--- config.mk ---
export PLATFORM = sky130hd
export DESIGN_NAME = axi_lite_read_slave_flat
export DESIGN_NICKNAME = d
export VERILOG_FILES = /design/src/rtl/axi_lite_pkg.sv /design/src/rtl/axi_lite_read_slave_if.sv /design/src/rtl/axi_lite_read_slave_reg_bank.sv /design/src/rtl/axi_lite_read_slave.sv /design/src/flat_wrapper.sv
export SDC_FILE = /design/constraint.sdc
export NUM_CORES = 1
export LEC_CHECK = 0
export CAP_MARGIN = 15
export CORE_ASPECT_RATIO = 1.1
export CORE_MARGIN = 5
export CORE_UTILIZATION = 62
export CTS_BUF_LIST = sky130_fd_sc_hd__clkbuf_4
export CTS_CLUSTER_DIAMETER = 100
export DETAILED_ROUTE_END_ITERATION = 6
export PLACE_DENSITY = 0.83
export SETUP_SLACK_MARGIN = 0.5
export SYNTH_ARGS = -nofsm -noshare
export SYNTH_HDL_FRONTEND = slang
export SYNTH_SLANG_ARGS = --single-unit
--- constraint.sdc ---
create_clock -name ACLK -period 2.7 [get_ports ACLK]
set_clock_uncertainty 0.15 [all_clocks]
set_input_delay 0.675 -clock ACLK [delete_from_list [all_inputs] [get_ports ACLK]]
set_output_delay 0.675 -clock ACLK [all_outputs]
set_load 0.02 [all_outputs]
--- src/rtl/axi_lite_pkg.sv ---
// Shared AXI4-Lite definitions used by both the read and the write path.
//   RESP_OKAY / RESP_SLVERR : RRESP/BRESP encodings
//   CNT_W                   : width of the transaction counters
//   axi_rd_state_e          : two-state responder FSM encoding
//   resp_for()              : maps an error flag to the response code
package axi_lite_pkg;

    localparam logic [1:0] RESP_OKAY   = 2'b00;
    localparam logic [1:0] RESP_SLVERR = 2'b10;

    localparam int CNT_W = 16;

    typedef enum logic [0:0] {
        ST_IDLE = 1'b0,
        ST_DATA = 1'b1
    } axi_rd_state_e;

    function automatic logic [1:0] resp_for(input logic err);
        return err ? RESP_SLVERR : RESP_OKAY;
    endfunction

endpackage

--- src/rtl/axi_lite_read_slave_if.sv ---
// AXI4-Lite read channels (AR + R) bundled for the read responder.
//   master modport : drives ARVALID/ARADDR/ARPROT/RREADY
//   slave modport  : drives ARREADY/RVALID/RDATA/RRESP
interface axi_lite_read_slave_if #(
    parameter int ADDR_W = 32
);
    logic              ARVALID;
    logic              ARREADY;
    logic [ADDR_W-1:0] ARADDR;
    logic [2:0]        ARPROT;
    logic              RVALID;
    logic              RREADY;
    logic [31:0]       RDATA;
    logic [1:0]        RRESP;

    modport master (
        output ARVALID, ARADDR, ARPROT, RREADY,
        input  ARREADY, RVALID, RDATA, RRESP
    );

    modport slave (
        input  ARVALID, ARADDR, ARPROT, RREADY,
        output ARREADY, RVALID, RDATA, RRESP
    );
endinterface

--- src/rtl/axi_lite_read_slave_reg_bank.sv ---
// read_reg_bank: NUM_REGS x 32-bit register array.
//   clk, rst       : clock, synchronous active-high clear of all registers
//   we/widx/wdata  : local write port; out-of-range indices are dropped
//   ridx           : full word index taken from the bus address
//   rdata          : combinational read (0 when ridx is out of range)
//   in_range       : ridx addresses an existing register
module read_reg_bank #(
    parameter int NUM_REGS = 16,
    parameter int RIDX_W   = 30
) (
    input  logic                        clk,
    input  logic                        rst,
    input  logic                        we,
    input  logic [$clog2(NUM_REGS)-1:0] widx,
    input  logic [31:0]                 wdata,
    input  logic [RIDX_W-1:0]           ridx,
    output logic [31:0]                 rdata,
    output logic                        in_range
);
    localparam int WIDX_W = $clog2(NUM_REGS);
    localparam logic [RIDX_W-1:0] NUM_REGS_R = RIDX_W'(NUM_REGS);

    logic [31:0] regs [NUM_REGS];

    always_ff @(posedge clk) begin
        if (rst) begin
            for (int i = 0; i < NUM_REGS; i++) begin
                regs[i] <= '0;
            end
        end else if (we && (int'(widx) < NUM_REGS)) begin
            regs[widx] <= wdata;
        end
    end

    assign in_range = (ridx < NUM_REGS_R);
    // Low index bits are only trusted once the full index is known to be in range.
    assign rdata    = in_range ? regs[ridx[WIDX_W-1:0]] : '0;
endmodule

--- src/rtl/axi_lite_read_slave.sv ---
// axi_lite_read_slave: AXI4-Lite read responder backed by a local register bank.
//   ACLK, ARESETn          : clock, synchronous active-high reset
//   s_axi (slave modport)  : AR and R channels
//   reg_we/widx/wdata      : local register load port
//   rd_count / err_count   : completed R handshakes / those answered with SLVERR
// All bus outputs are registered; ARREADY and RVALID never depend on the
// same-cycle ARVALID/RREADY.
module axi_lite_read_slave
    import axi_lite_pkg::*;
#(
    parameter int ADDR_W    = 32,
    parameter int NUM_REGS  = 16,
    parameter int PRIV_BASE = 12
) (
    input  logic                        ACLK,
    input  logic                        ARESETn,
    axi_lite_read_slave_if.slave        s_axi,
    input  logic                        reg_we,
    input  logic [$clog2(NUM_REGS)-1:0] reg_widx,
    input  logic [31:0]                 reg_wdata,
    output logic [CNT_W-1:0]            rd_count,
    output logic [CNT_W-1:0]            err_count
);
    localparam int RIDX_W = ADDR_W - 2;
    localparam logic [RIDX_W-1:0] PRIV_IDX = RIDX_W'(PRIV_BASE);

    localparam logic [0:0] IDLE = ST_IDLE;
    localparam logic [0:0] DATA = ST_DATA;

    logic [0:0]       state;
    logic             arready_q;
    logic             rvalid_q;
    logic [31:0]      rdata_q;
    logic [1:0]       rresp_q;
    logic [CNT_W-1:0] rd_cnt;
    logic [CNT_W-1:0] err_cnt;

    logic [RIDX_W-1:0] ar_idx;
    logic [31:0]       bank_rdata;
    logic              bank_in_range;
    logic              priv_viol;
    logic              dec_err;
    logic              ar_hs;
    logic              r_hs;
    logic              unused_bits;

    assign ar_idx      = s_axi.ARADDR[ADDR_W-1:2];
    assign unused_bits = ^{s_axi.ARADDR[1:0], s_axi.ARPROT[2:1]};

    read_reg_bank #(
        .NUM_REGS (NUM_REGS),
        .RIDX_W   (RIDX_W)
    ) u_bank (
        .clk      (ACLK),
        .rst      (ARESETn),
        .we       (reg_we),
        .widx     (reg_widx),
        .wdata    (reg_wdata),
        .ridx     (ar_idx),
        .rdata    (bank_rdata),
        .in_range (bank_in_range)
    );

    assign priv_viol = (ar_idx >= PRIV_IDX) && !s_axi.ARPROT[0];
    assign dec_err   = !bank_in_range || priv_viol;

    assign ar_hs = (state == IDLE) && s_axi.ARVALID && arready_q;
    assign r_hs  = (state == DATA) && rvalid_q && s_axi.RREADY;

    // The bank read is combinational, so capturing it here takes the value
    // from before any reg_we landing on the same edge. Once in DATA the
    // captured word is independent of later bank writes.
    always_ff @(posedge ACLK) begin
        if (ARESETn) begin
            state     <= IDLE;
            arready_q <= 1'b0;
            rvalid_q  <= 1'b0;
            rdata_q   <= '0;
            rresp_q   <= RESP_OKAY;
            rd_cnt    <= '0;
            err_cnt   <= '0;
        end else begin
            case (state)
                IDLE: begin
                    arready_q <= !ar_hs;
                    if (ar_hs) begin
                        state    <= DATA;
                        rvalid_q <= 1'b1;
                        rdata_q  <= dec_err ? 32'h0 : bank_rdata;
                        rresp_q  <= resp_for(dec_err);
                    end
                end
                DATA: begin
                    if (r_hs) begin
                        state     <= IDLE;
                        rvalid_q  <= 1'b0;
                        arready_q <= 1'b1;
                        rd_cnt    <= rd_cnt + 1'b1;
                        if (rresp_q == RESP_SLVERR) begin
                            err_cnt <= err_cnt + 1'b1;
                        end
                    end
                end
                default: begin
                    state     <= IDLE;
                    arready_q <= 1'b0;
                    rvalid_q  <= 1'b0;
                end
            endcase
        end
    end

    assign s_axi.ARREADY = arready_q;
    assign s_axi.RVALID  = rvalid_q;
    assign s_axi.RDATA   = rdata_q;
    assign s_axi.RRESP   = rresp_q;
    assign rd_count      = rd_cnt;
    assign err_count     = err_cnt;
endmodule

--- src/flat_wrapper.sv ---
// flat-port wrapper written by rule: the top's interface ports become plain ports
module axi_lite_read_slave_flat import axi_lite_pkg::*;
#(
    parameter int ADDR_W    = 32,
    parameter int NUM_REGS  = 16,
    parameter int PRIV_BASE = 12
)
  (ACLK, ARESETn, reg_we, reg_widx, reg_wdata, rd_count, err_count, s_axi_ARVALID, s_axi_ARADDR, s_axi_ARPROT, s_axi_RREADY, s_axi_ARREADY, s_axi_RVALID, s_axi_RDATA, s_axi_RRESP);
  axi_lite_read_slave_if #(.ADDR_W(ADDR_W)) s_axi_i ();
  input  logic ACLK;
  input  logic ARESETn;
  input  logic reg_we;
  input  logic [$clog2(NUM_REGS)-1:0] reg_widx;
  input  logic [31:0] reg_wdata;
  output logic [CNT_W-1:0] rd_count;
  output logic [CNT_W-1:0] err_count;
  input wire logic [$bits(s_axi_i.ARVALID)-1:0] s_axi_ARVALID;
  input wire logic [$bits(s_axi_i.ARADDR)-1:0] s_axi_ARADDR;
  input wire logic [$bits(s_axi_i.ARPROT)-1:0] s_axi_ARPROT;
  input wire logic [$bits(s_axi_i.RREADY)-1:0] s_axi_RREADY;
  output wire logic [$bits(s_axi_i.ARREADY)-1:0] s_axi_ARREADY;
  output wire logic [$bits(s_axi_i.RVALID)-1:0] s_axi_RVALID;
  output wire logic [$bits(s_axi_i.RDATA)-1:0] s_axi_RDATA;
  output wire logic [$bits(s_axi_i.RRESP)-1:0] s_axi_RRESP;
  assign s_axi_i.ARVALID = s_axi_ARVALID;
  assign s_axi_i.ARADDR = s_axi_ARADDR;
  assign s_axi_i.ARPROT = s_axi_ARPROT;
  assign s_axi_i.RREADY = s_axi_RREADY;
  assign s_axi_ARREADY = s_axi_i.ARREADY;
  assign s_axi_RVALID = s_axi_i.RVALID;
  assign s_axi_RDATA = s_axi_i.RDATA;
  assign s_axi_RRESP = s_axi_i.RRESP;
  axi_lite_read_slave #(.ADDR_W(ADDR_W), .NUM_REGS(NUM_REGS), .PRIV_BASE(PRIV_BASE)) u_core (.ACLK(ACLK), .ARESETn(ARESETn), .s_axi(s_axi_i), .reg_we(reg_we), .reg_widx(reg_widx), .reg_wdata(reg_wdata), .rd_count(rd_count), .err_count(err_count));
endmodule
# Word level (Yosys, flattened, before mapping)
# Memories as Yosys holds them, arrays and structs flattened.
# Cells that the tools add are included.
# W data, S select, Z words.
# totals
ff_bits	69
latchBits	0
mem_bits_rw	512
mem_bits_ro	0
inputBits	76
out_inout_bits	68
wordCells	49
memories	1
# mem_list
name	depth	word_bits	rd	rd_ports_with_merged_regs	wr	line_no	rtl
u_core.u_bank.regs	16	32	1	0	16	axi_lite_read_slave_reg_bank.sv:23	logic [31:0] regs [NUM_REGS];
# op_classes
addsub	2
mul	0
n_div	0
order_cmp	2
n_eq_ne	3
shifts	0
n_mux	19
n_bitwise	1
reduce_logical	14
# op_table
op	n
$mux W32	3
$add A16 B1 Y16 const B	2
$reduce_or A32 Y1	1
$ge A30 B4 Y1 const B	1
$lt A30 B5 Y1 const B	1
$mux W1	11
$pmux W1 S2	3
$reduce_and A2 Y1	3
$logic_and A1 B1 Y1	5
$mux W4	1
$logic_not A1 Y1	3
$reduce_and A3 Y1	1
$eq A2 B2 Y1 const B	1
$mux W2	1
$ne A2 B1 Y1 const B	1
$ne A2 B2 Y1 const B	1
$logic_or A1 B1 Y1	1
$not A1 Y1	1

# Longest topological paths before layout
# depth
word_depth	5
ltp_mapped	7
depth_no_buf	5

# Cells and area by module
# A second synthesis with hierarchy kept.
# hier_totals
hier_cells	1771
hier_area_um2	25872.3
# modules_own_cells
mod	n_inst	cells_each	area_per_inst_um2
read_reg_bank	1	1429	23054.6
axi_lite_read_slave	1	342	2817.7

# Worst setup path before layout
# OpenSTA, ideal clock, no wires.
# synth_timing
kind	input-to-reg
from	in reg_widx[0]
to	mem u_core.u_bank.regs[12][0], enable pin
setup_time_ps	375
arrival_time_ps	2005
t_required_ps	2175
setup_slack_ps	170
path_stages	3
path_cell_list	or4b_1 > nor2_1 > or2_2
# synth_rtl
item	line_no	rtl
start, declared	flat_wrapper.sv:13	input logic [$clog2(NUM_REGS)-1:0] reg_widx;
end, declared	axi_lite_read_slave_reg_bank.sv:23	

# Worst setup path in the final report
# layout_timing
from	reg u_core.rdata_q[4], in the netlist u_core.s_axi.RDATA[4]
to	out s_axi_RDATA[4]
# layout_rtl
item	line_no	rtl
start, declared	axi_lite_read_slave.sv:33	logic [31:0] rdata_q;
start signal, assigned	axi_lite_read_slave.sv:89	rdata_q <= dec_err ? 32'h0 : bank_rdata;
end, declared	flat_wrapper.sv:23	output wire logic [$bits(s_axi_i.RDATA)-1:0] s_axi_RDATA;
# No word-level cell between the ends.

==> summary.md <==
| Metric | Value |
|---|---|
| Initial antenna violation count | 4 |
| Critical Path Max Stage Delay | 0.37 ns |
| Seq/Total Area, Yosys | 63.8% |
| #FFs+latches synth | 580 |
| Final hold vios | 0 |
| Max Clk Rate | 457 MHz |
| Max layer used | met5 |
| Die area | 46500 µm² |
| Slowest CP cell | dfxtp_4 |
| Antenna-violating nets left | 0 |
| CTS tree | done |
| Largest net degree at the start of global routing | 45 |
| YS warnings | 0 |
| WP buf/inv | 1 |
| Worst-path clk slew | 0.07 ns |
| Critical path, cell by cell | buf_6 |
| Clock Sinks | 580 |
| Yosys top cell by area | edfxtp_1 |
| Area contributors post-synth | edfxtp_1 59%, and2_1 12%, mux2_2 8.2% |
| Routability cong. | 0.847 |
| Fin crit period | 2.19 ns |
| First-pass GRT wire length | 106 mm |
| # IOs | 144 |
| Slew margin rel. | 25.1% |
| Largest delay share family, worst path | flip-flops |
| Slew @ Worst Pin | 1.12 ns |
| Required @ worst endpoint | 1.88 ns |
| DR WL met3 | 5.77 mm |
| Clk Latency, worst-skew pair | 0.86 ns |
| Global Route Usage Sum | 30.1% |
| Worst reg-to-reg path cell count | 3 |
| RSZ-0062 raised after global routing | yes |
| Final cycle utilization of the critical path | 81.1% |
| Hold Path Class | reg -> reg |
| Core area | 42100 µm² |
| Fill cells | 2483 |
| Crit path depth | 1 |
| P_leak | 11.7 nW |
| Clock Tree Buf Depth | 3 |
| Post-synth ARST share | 0% |
| Hold Path Stages | 1 |
| Area grow syn2layout | 21.4% |
| DIE HEIGHT | 226 µm |
| Initial Utilization | 62.3% |
| Detailed Routing Iterations Pass 1 | 7 |
| Dpl hpwl | 42.6 mm |
| Synth top area share | 58.6% |
| Vias in the first global route | 18.8k |
| Met2 WL post-DR | 35.9 mm |
| Peak supply drop | 0.368 mV |
| Row cnt | 79 |
| 1st-iter DRT viols | 1785 |
| # setup viols final | 0 |
| Avg Cell Area, Syn | 13.6 µm² |
| WP data arrival | 1.37 ns |
| Hold-fix buffers, CTS | 0 |
| H-Tree Level Count | 4 |
| Final wirelength | 69.9 mm |
| Status | finished, final reports clean |
| Post-synth EDFFs | 512 |
| Residual DRC | 0 |
| Wire per inst | 24.0 µm |
| Via density | 6.09 |
| Share of cells above drive strength 1 | 33.1% |
| PD cells | 614 nW/µm² |
| Synth cell types | 47 |
| Mapped Nets | 2010 |
| Port Buffers | 138 |
| Grt total ovfl | 0 |
| Critical path fanouts, max | 2 |
| Reg2reg setup slack | 0.65 ns |
| Main synth FF type | edfxtp_1 |
| Chip Width | 206 µm |
| Setup tns final | 0 ns |
| Post-layout worst setup margin | 0.510 ns |
| Utilization after layout | 75.6% |
| Setup CP Type | reg -> out |
| Mapped cell area | 26200 µm² |
| Max Slew Vio Count | 0 |
| CP endpoint kind | primary output |
| Max-cap violations | 0 |
| Clock root buffer | clkbuf_4 |
| Number of nets in the layout | 2309 |
| Synth Instances | 1932 |
| Pre-CTS worst setup slack | -0.329 ns |
| Crit path launch type | register |
| Routed length on met1 | 25.3 mm |
| Via count of the routed design | 17.7k |
| Total CTS buffers | 140 |
sequential cells by signal, indices dropped and copies added, names as in the netlist:
signal / count
u_core.state: 1
u_core.s_axi.RVALID: 1
u_core.err_count: 16
u_core.s_axi.RDATA: 32
u_core.s_axi.RRESP: 1
u_core.rd_count: 16
u_core.s_axi.ARREADY: 1
u_core.u_bank.regs: 512
metrics by stage:
step | power [mW] | hold WS (ns) | std cells | instance area (µm²)
after floorplan | 11.3 | 0.341 | 1932 | 26300
after global placement | 12.0 | 0.317 | 2616 | 29400
after detailed placement | 12.0 | 0.327 | 2616 | 29400
after CTS | 19.6 | 0.288 | 2905 | 31800
after global routing | 20.3 | 0.351 | 2913 | 31800
final | 19.6 | 0.339 | 2913 | 31800
placed cells by master (no fill, tap or decap), types with 5 or more instances in the layout:
| master | n |
|---|---|
| and2_1 | 514 |
| edfxtp_1 | 512 |
| clkbuf_4 | 218 |
| mux2_2 | 191 |
| buf_4 | 143 |
| clkdlybuf4s50_1 | 68 |
| mux2_1 | 65 |
| o22ai_1 | 64 |
| buf_6 | 57 |
| nor2_1 | 51 |
| a21oi_1 | 50 |
| buf_12 | 48 |
| dfxtp_2 | 47 |
| a222oi_1 | 32 |
| a22o_1 | 32 |
| a2111oi_0 | 29 |
| clkinv_1 | 25 |
| dfxtp_4 | 20 |
| or3_1 | 14 |
| or2_4 | 13 |
| o21ai_0 | 12 |
| nand3_1 | 12 |
| nand2_1 | 11 |
| nor2_2 | 10 |
| nor4_1 | 10 |
| nand4_1 | 10 |
| xnor2_1 | 8 |
| xor2_1 | 6 |
| bufinv_16 | 6 |
| inv_1 | 5 |
kinds of logic after synthesis:
group	share of synthesized area, %
AO/OA/AOI/OAI	6.28
XOR/XNOR	0.468
adder cells (fa/ha/maj)	0.0954
buffers and inverters	2.67
flip-flops	63.8
multiplexers	11.0
other	0.0143
AND/OR/NAND/NOR	15.6
layout make-up:
cell class,instances,area (µm²),share of cell area (%)
Antenna cell,2,5.00,0.0157
Clock buffer,218,1640,5.14
Clock inverter,37,304,0.955
Inverter,5,18.8,0.0590
Multi-Input combinational cell,1185,8910,28.0
Sequential cell,580,16900,53.0
Tap cell,567,709,2.23
Timing Repair Buffer,319,3380,10.6
worst paths after layout:
kind | startpoint | endpoint
max reg2reg | u_core.state$_SDFF_PP0_ | u_core.s_axi.RDATA[11]$_SDFFE_PP0P_
min | u_core.s_axi.RDATA[13]$_SDFFE_PP0P_ | u_core.s_axi.RDATA[13]$_SDFFE_PP0P_
min reg2reg | u_core.s_axi.RDATA[13]$_SDFFE_PP0P_ | u_core.s_axi.RDATA[13]$_SDFFE_PP0P_
max | u_core.s_axi.RDATA[4]$_SDFFE_PP0P_ | s_axi_RDATA[4]
synthesized netlist by cell type, types with 2 or more instances:
master     count
a2111oi_0     32
a21oi_1       50
a222oi_1      32
a22o_1        32
and2_1       514
and2b_1        2
and3_1         2
and4_1         2
buf_1          4
buf_2         28
buf_4          8
clkbuf_1     121
dfxtp_1       68
edfxtp_1     512
ha_1           2
inv_1          5
mux2_1        65
mux2_2       191
nand2_1       11
nand2b_1       3
nand3_1       13
nand3b_1       2
nand4_1       10
nand4bb_1      2
nor2_1        65
nor3_1         6
nor4_1        10
o21ai_0       12
o22ai_1       64
o31ai_1        4
or2_2         16
or3_1         14
or4_1          4
xnor2_1        8
xor2_1         6
metal layers:
layer  up-vias  GRT usage [%]
li1       7783              -
met1      8780           36.1
met2       968           52.3
met3       199           6.35
met4         2           14.1
met5         -              0
power by group:
| part | switching (mW) | internal (mW) |
|---|---|---|
| Combinational | 0.865 | 0.693 |
| Clock | 3.45 | 4.25 |
| Sequential | 0.128 | 10.2 |
| Total | 4.45 | 15.1 |
what timing repair did:
action | in CTS | in global routing
resized for setup | 475 | 8
endpoints found under the setup margin | 67 | 19
buffers inserted | 34 | 6
cloned | 0 | 0
Power figures use the tool's default switching activity.
==> variant 1, RTL diff (same settings) <==
`NUM_REGS` is set to 16 in 3 places; all go to 8.
--- a/src/rtl/axi_lite_read_slave_reg_bank.sv
+++ b/src/rtl/axi_lite_read_slave_reg_bank.sv
@@ -5,7 +5,7 @@
 //   rdata          : combinational read (0 when ridx is out of range)
 //   in_range       : ridx addresses an existing register
 module read_reg_bank #(
-    parameter int NUM_REGS = 16,
+    parameter int NUM_REGS = 8,
     parameter int RIDX_W   = 30
 ) (
     input  logic                        clk,
--- a/src/rtl/axi_lite_read_slave.sv
+++ b/src/rtl/axi_lite_read_slave.sv
@@ -9,7 +9,7 @@
     import axi_lite_pkg::*;
 #(
     parameter int ADDR_W    = 32,
-    parameter int NUM_REGS  = 16,
+    parameter int NUM_REGS  = 8,
     parameter int PRIV_BASE = 12
 ) (
     input  logic                        ACLK,
--- a/src/flat_wrapper.sv
+++ b/src/flat_wrapper.sv
@@ -2,7 +2,7 @@
 module axi_lite_read_slave_flat import axi_lite_pkg::*;
 #(
     parameter int ADDR_W    = 32,
-    parameter int NUM_REGS  = 16,
+    parameter int NUM_REGS  = 8,
     parameter int PRIV_BASE = 12
 )
   (ACLK, ARESETn, reg_we, reg_widx, reg_wdata, rd_count, err_count, s_axi_ARVALID, s_axi_ARADDR, s_axi_ARPROT, s_axi_RREADY, s_axi_ARREADY, s_axi_RVALID, s_axi_RDATA, s_axi_RRESP);
Ports: changed (resized reg_widx); port bits go from 144 to 143. The function was not compared with the original's and may differ.
==> variant 1 against the unedited design <==
Power shrank 46%; fmax grew 2.2%; synthesized cell count shrank 50%; final area shrank 46%; sequential cell count shrank 256; area after synthesis shrank 45%; routed wire length shrank 53%; worst setup slack gained 46 ps; critical path type unchanged.
==> variant 1: results (changes against the unedited design) <==
Routing
  – Initial drt markers: 690 (-61%)
  – Met1 Routed Length: 12,600 um (-50%)
  – WL met2: 16,800 um (-53%)
  – Max Used Layer: met4

Setup path
  – Flop-to-flop setup slack: 870 ps (+220 ps)
  – Setup crit end: rd_count[15]
  – R2R Path Start: u_core.err_count[1]
  – CP arrival: 1320 ps (-50 ps)

Clock tree
  – CTS Buf Count: 79 (-44%)
  – CTS H-Tree Depth: 3 (-1)
  – Worst-skew pair later-pin latency: 670 ps (-190 ps)

Hold path
  – Worst Hold End: u_core.err_count[1]
  – Min-Delay Startpoint: u_core.err_count[1]

Global route
  – First-pass GRT wire length: 51,100 um (-52%)

Synthesis
  – Mapped Nets: 1,041 (-48%)
  – Unique masters post-synth: 38 (-19%)
  – Top post-synthesis cells by area: edfxtp_1 54%, and2_1 11%, dfxtp_1 9.5%
  – Sequential element share of the synthesized area: 0.633 (-0.00549)

Layout
  – Layout cells sized above 1: 0.267 (-0.0638)
  – Fill count: 1,399 (-44%)

Place
  – Gpl congestion: 0.783 (-7.6%)
  – Port bufs: 136 (-1.4%)
  – Worst slack, placed: 73.4 ps (+402 ps)

Run status
  – Status: complete, no violations

STA
  – Fin Hold WS: 358 ps (+19.1 ps)

Power
  – Worst VDD drop: 0.428 mV (+16%)
  – LEAKAGE: 6.49 nW (-44%)
variant 1: cell count changes in the layout (fill, tap and decap cells not counted), sizes merged, moves of 79 or more:
cell | before | now
and2 | 514 | 258
buf | 251 | 78
mux2 | 256 | 31
clkbuf | 218 | 139
edfxtp | 512 | 256
variant 1: area by class of cell:
cell class / count / area, sq um / area share
Multi-Input combinational cell: 577 / 5000 / 0.289
Tap cell: 300 / 375 / 0.0217
Timing Repair Buffer: 184 / 1790 / 0.103
Clock inverter: 17 / 93.8 / 0.00543
Inverter: 2 / 7.51 / 0.000434
Sequential cell: 324 / 9070 / 0.524
Antenna cell: 2 / 5.00 / 0.000289
Clock buffer: 127 / 953 / 0.0551
variant 1: cells by family (layout without fill, tap and decap cells):
| group | Yosys count | count (layout) | share of synthesized area |
|---|---|---|---|
| compound gates | 39 | 39 | 0.0228 |
| xor+xnor | 28 | 28 | 0.0172 |
| fa+ha+maj | 2 | 2 | 0.00175 |
| buf+inv | 63 | 330 | 0.0217 |
| flops | 324 | 324 | 0.633 |
| mux | 96 | 96 | 0.139 |
| other cells | 1 | 3 | 0.000262 |
| simple gates | 411 | 411 | 0.164 |
variant 1: power groups by stage:
stage	Combinational, mW	Sequential (mW)	Clock [mW]
floorplan	0.448	5.77	0
global placement	0.802	5.78	0
detailed placement	0.817	5.80	0
CTS	0.820	5.69	4.20
global route	0.860	5.71	4.50
finish	0.811	5.69	4.13
variant 1: metal layers:
metal	global-route usage	vias to the layer above
met2	0.440	396
met5	0	-
met4	0.0760	0
li1	-	4009
met1	0.319	4378
met3	0.0615	40
==> variant 2, RTL diff (config.mk and constraints unchanged) <==
Without the edit above. Register the output `err_count` once more; this adds one clock of latency there. The other outputs are not delayed to match.
--- a/src/rtl/axi_lite_read_slave.sv
+++ b/src/rtl/axi_lite_read_slave.sv
@@ -115,6 +115,8 @@
     assign s_axi.RDATA   = rdata_q;
     assign s_axi.RRESP   = rresp_q;
     assign rd_count      = rd_cnt;
-    assign err_count     = err_cnt;
+    always_ff @(posedge ACLK) begin
+        err_count <= err_cnt;
+    end
 endmodule
 
Behaviour: not the same (Yosys sat finds a counterexample within 4 cycles, from zero or initial values and one cycle with ARESETn high).
==> variant 2 against the unedited design <==
Critical path depth stayed put; area after synthesis increased by 3.0%; routed wire length rose by 1.5%; worst hold slack lost 120 ps; power increased by 1.7%; final area is 2.5% higher; worst setup slack better by 12 ps; sequential cell count grew 16; die area increased by 2.8%; critical path type unchanged; largest cell class unchanged.
==> variant 2: results (changes against the unedited design) <==
Synthesis
  – Sequential element share of the synthesized area: 0.632 (-0.00662)
  – Mapped Nets: 2,094 (+4.2%)
  – Top post-synthesis cells by area: edfxtp_1 57%, and2_1 12%, mux2i_1 7.1%
  – Synthesized area: 27,000 sq um (+3.0%)
  – Top post-synthesis cells by count: 513 x and2_1, 512 x edfxtp_1, 192 x mux2i_1
  – Post-Syn Instances: 2,016 (+4.3%)
  – EDFF count, synth: 512 (unchanged)

Layout
  – Layout cells sized above 1: 0.273 (-0.0585)
  – Final instance count without filler cells: 3,002 (+3.1%)
  – Nets: 2,390 (+3.5%)
  – Most flops, register: u_core.u_bank.regs

Global route
  – GRT Overall Usage: 0.293 (-0.00839)
  – Initial antenna violation count: 1 (-3)
  – GR Layer Usage met3: 0.0498 (-0.0136)
  – M2 GR Usage: 0.512 (-0.0115)
  – Met1 usage: 0.359 (-0.00192)
  – Largest net degree at the start of global routing: 81 (+80%)
  – First-pass GRT wire length: 108,000 um (+2.0%)
  – Vias in the first global route: 19,200 (+1.8%)

Routing
  – Post-Route WL: 70,900 um (+1.5%)
  – Drt pass-1 iters: 6 (-1)
  – Via density: 6.07 (-0.33%)
  – Initial drt markers: 1,799 (+0.78%)

Setup path
  – Worst path top cell family by delay: flip-flops
  – CP arrival: 1350 ps (-20 ps)
  – Critical Path Max Stage Delay: 360 ps
  – Max FO, Critical Path: 3 (+1)

Power
  – Worst VDD drop: 0.574 mV (+56%)
  – LEAKAGE: 12.5 nW (+7.2%)
  – Sw frac: 0.233 (+0.00535)

STA
  – Least-Margin Pin Slew: 564 ps (-557 ps)

Place
  – Placed cell count: 2,713 (+3.7%)
  – DP HPWL: 44,300 um (+3.8%)
  – Post-DP Area: 30,400 sq um (+3.3%)
  – Worst slack, placed: -207 ps (+122 ps)
  – Gpl congestion: 0.838 (-1.2%)
  – Port bufs: 138 (unchanged)

Run status
  – Status: complete, no violations

Hold path
  – Hold crit path type: reg2reg

Clock tree
  – Root buf cell: clkbuf_4
  – CTS Buf Count: 149 (+6.4%)
  – Clock transition at path regs: 60 ps
[variant 2: per-layer routing]
| metal | routed length, um | up-vias |
|---|---|---|
| met5 | 0 | - |
| met4 | 2730 | 0 |
| met3 | 5550 | 194 |
| met2 | 36600 | 933 |
| met1 | 26000 | 9033 |
| li1 | - | 8053 |
[variant 2: layout make-up]
class	count	area, sq um
flip-flops and latches	596	17200
fillers	2604	10600
multi-input cells	1253	9220
repair buffers	308	3580
clock buffers	226	1700
well taps	574	718
clock inverters	38	231
inverters	4	15.0
diodes	3	7.51
[variant 2: path summary, 6_finish.rpt]
path / slack [ps] / depth (start not counted) / endpoint / from
setup reg to reg: 700 / 6 / u_core.rd_count[12] / u_core.rd_count[4]
hold reg to reg: 220 / 0 / u_core.err_count[15] / u_core.err_cnt[15]
setup / recovery: 520 / 1 / rd_count[11] / u_core.rd_count[11]
hold / removal: 220 / 0 / u_core.err_count[15] / u_core.err_cnt[15]
[variant 2: cell families (layout without fill, tap and decap cells)]
family	count (synthesis)	count (layout)	synth area share
mux	259	259	0.0991
fa+ha+maj	2	2	0.000927
compound gates	181	181	0.0519
other cells	1	4	0.000139
simple gates	792	792	0.179
flops	596	596	0.632
buf+inv	167	576	0.0311
xor+xnor	18	18	0.00584
[variant 2: what timing repair did]
action / in CTS / in global routing
resized for setup: 437 / 20
endpoints found under the setup margin: 67 / 31
pin swaps: 0 / 0
setup buffers: 18 / 4
[variant 2: power by group through the flow]
stage / combinational [mW] / clock, mW / sequential [mW]
2_1_floorplan: 0.878 / 0 / 10.7
3_3_place_gp: 1.61 / 0 / 10.7
3_5_place_dp: 1.65 / 0 / 10.8
4_1_cts: 1.67 / 7.77 / 10.6
5_1_grt: 1.78 / 8.32 / 10.6
6_report: 1.69 / 7.65 / 10.6
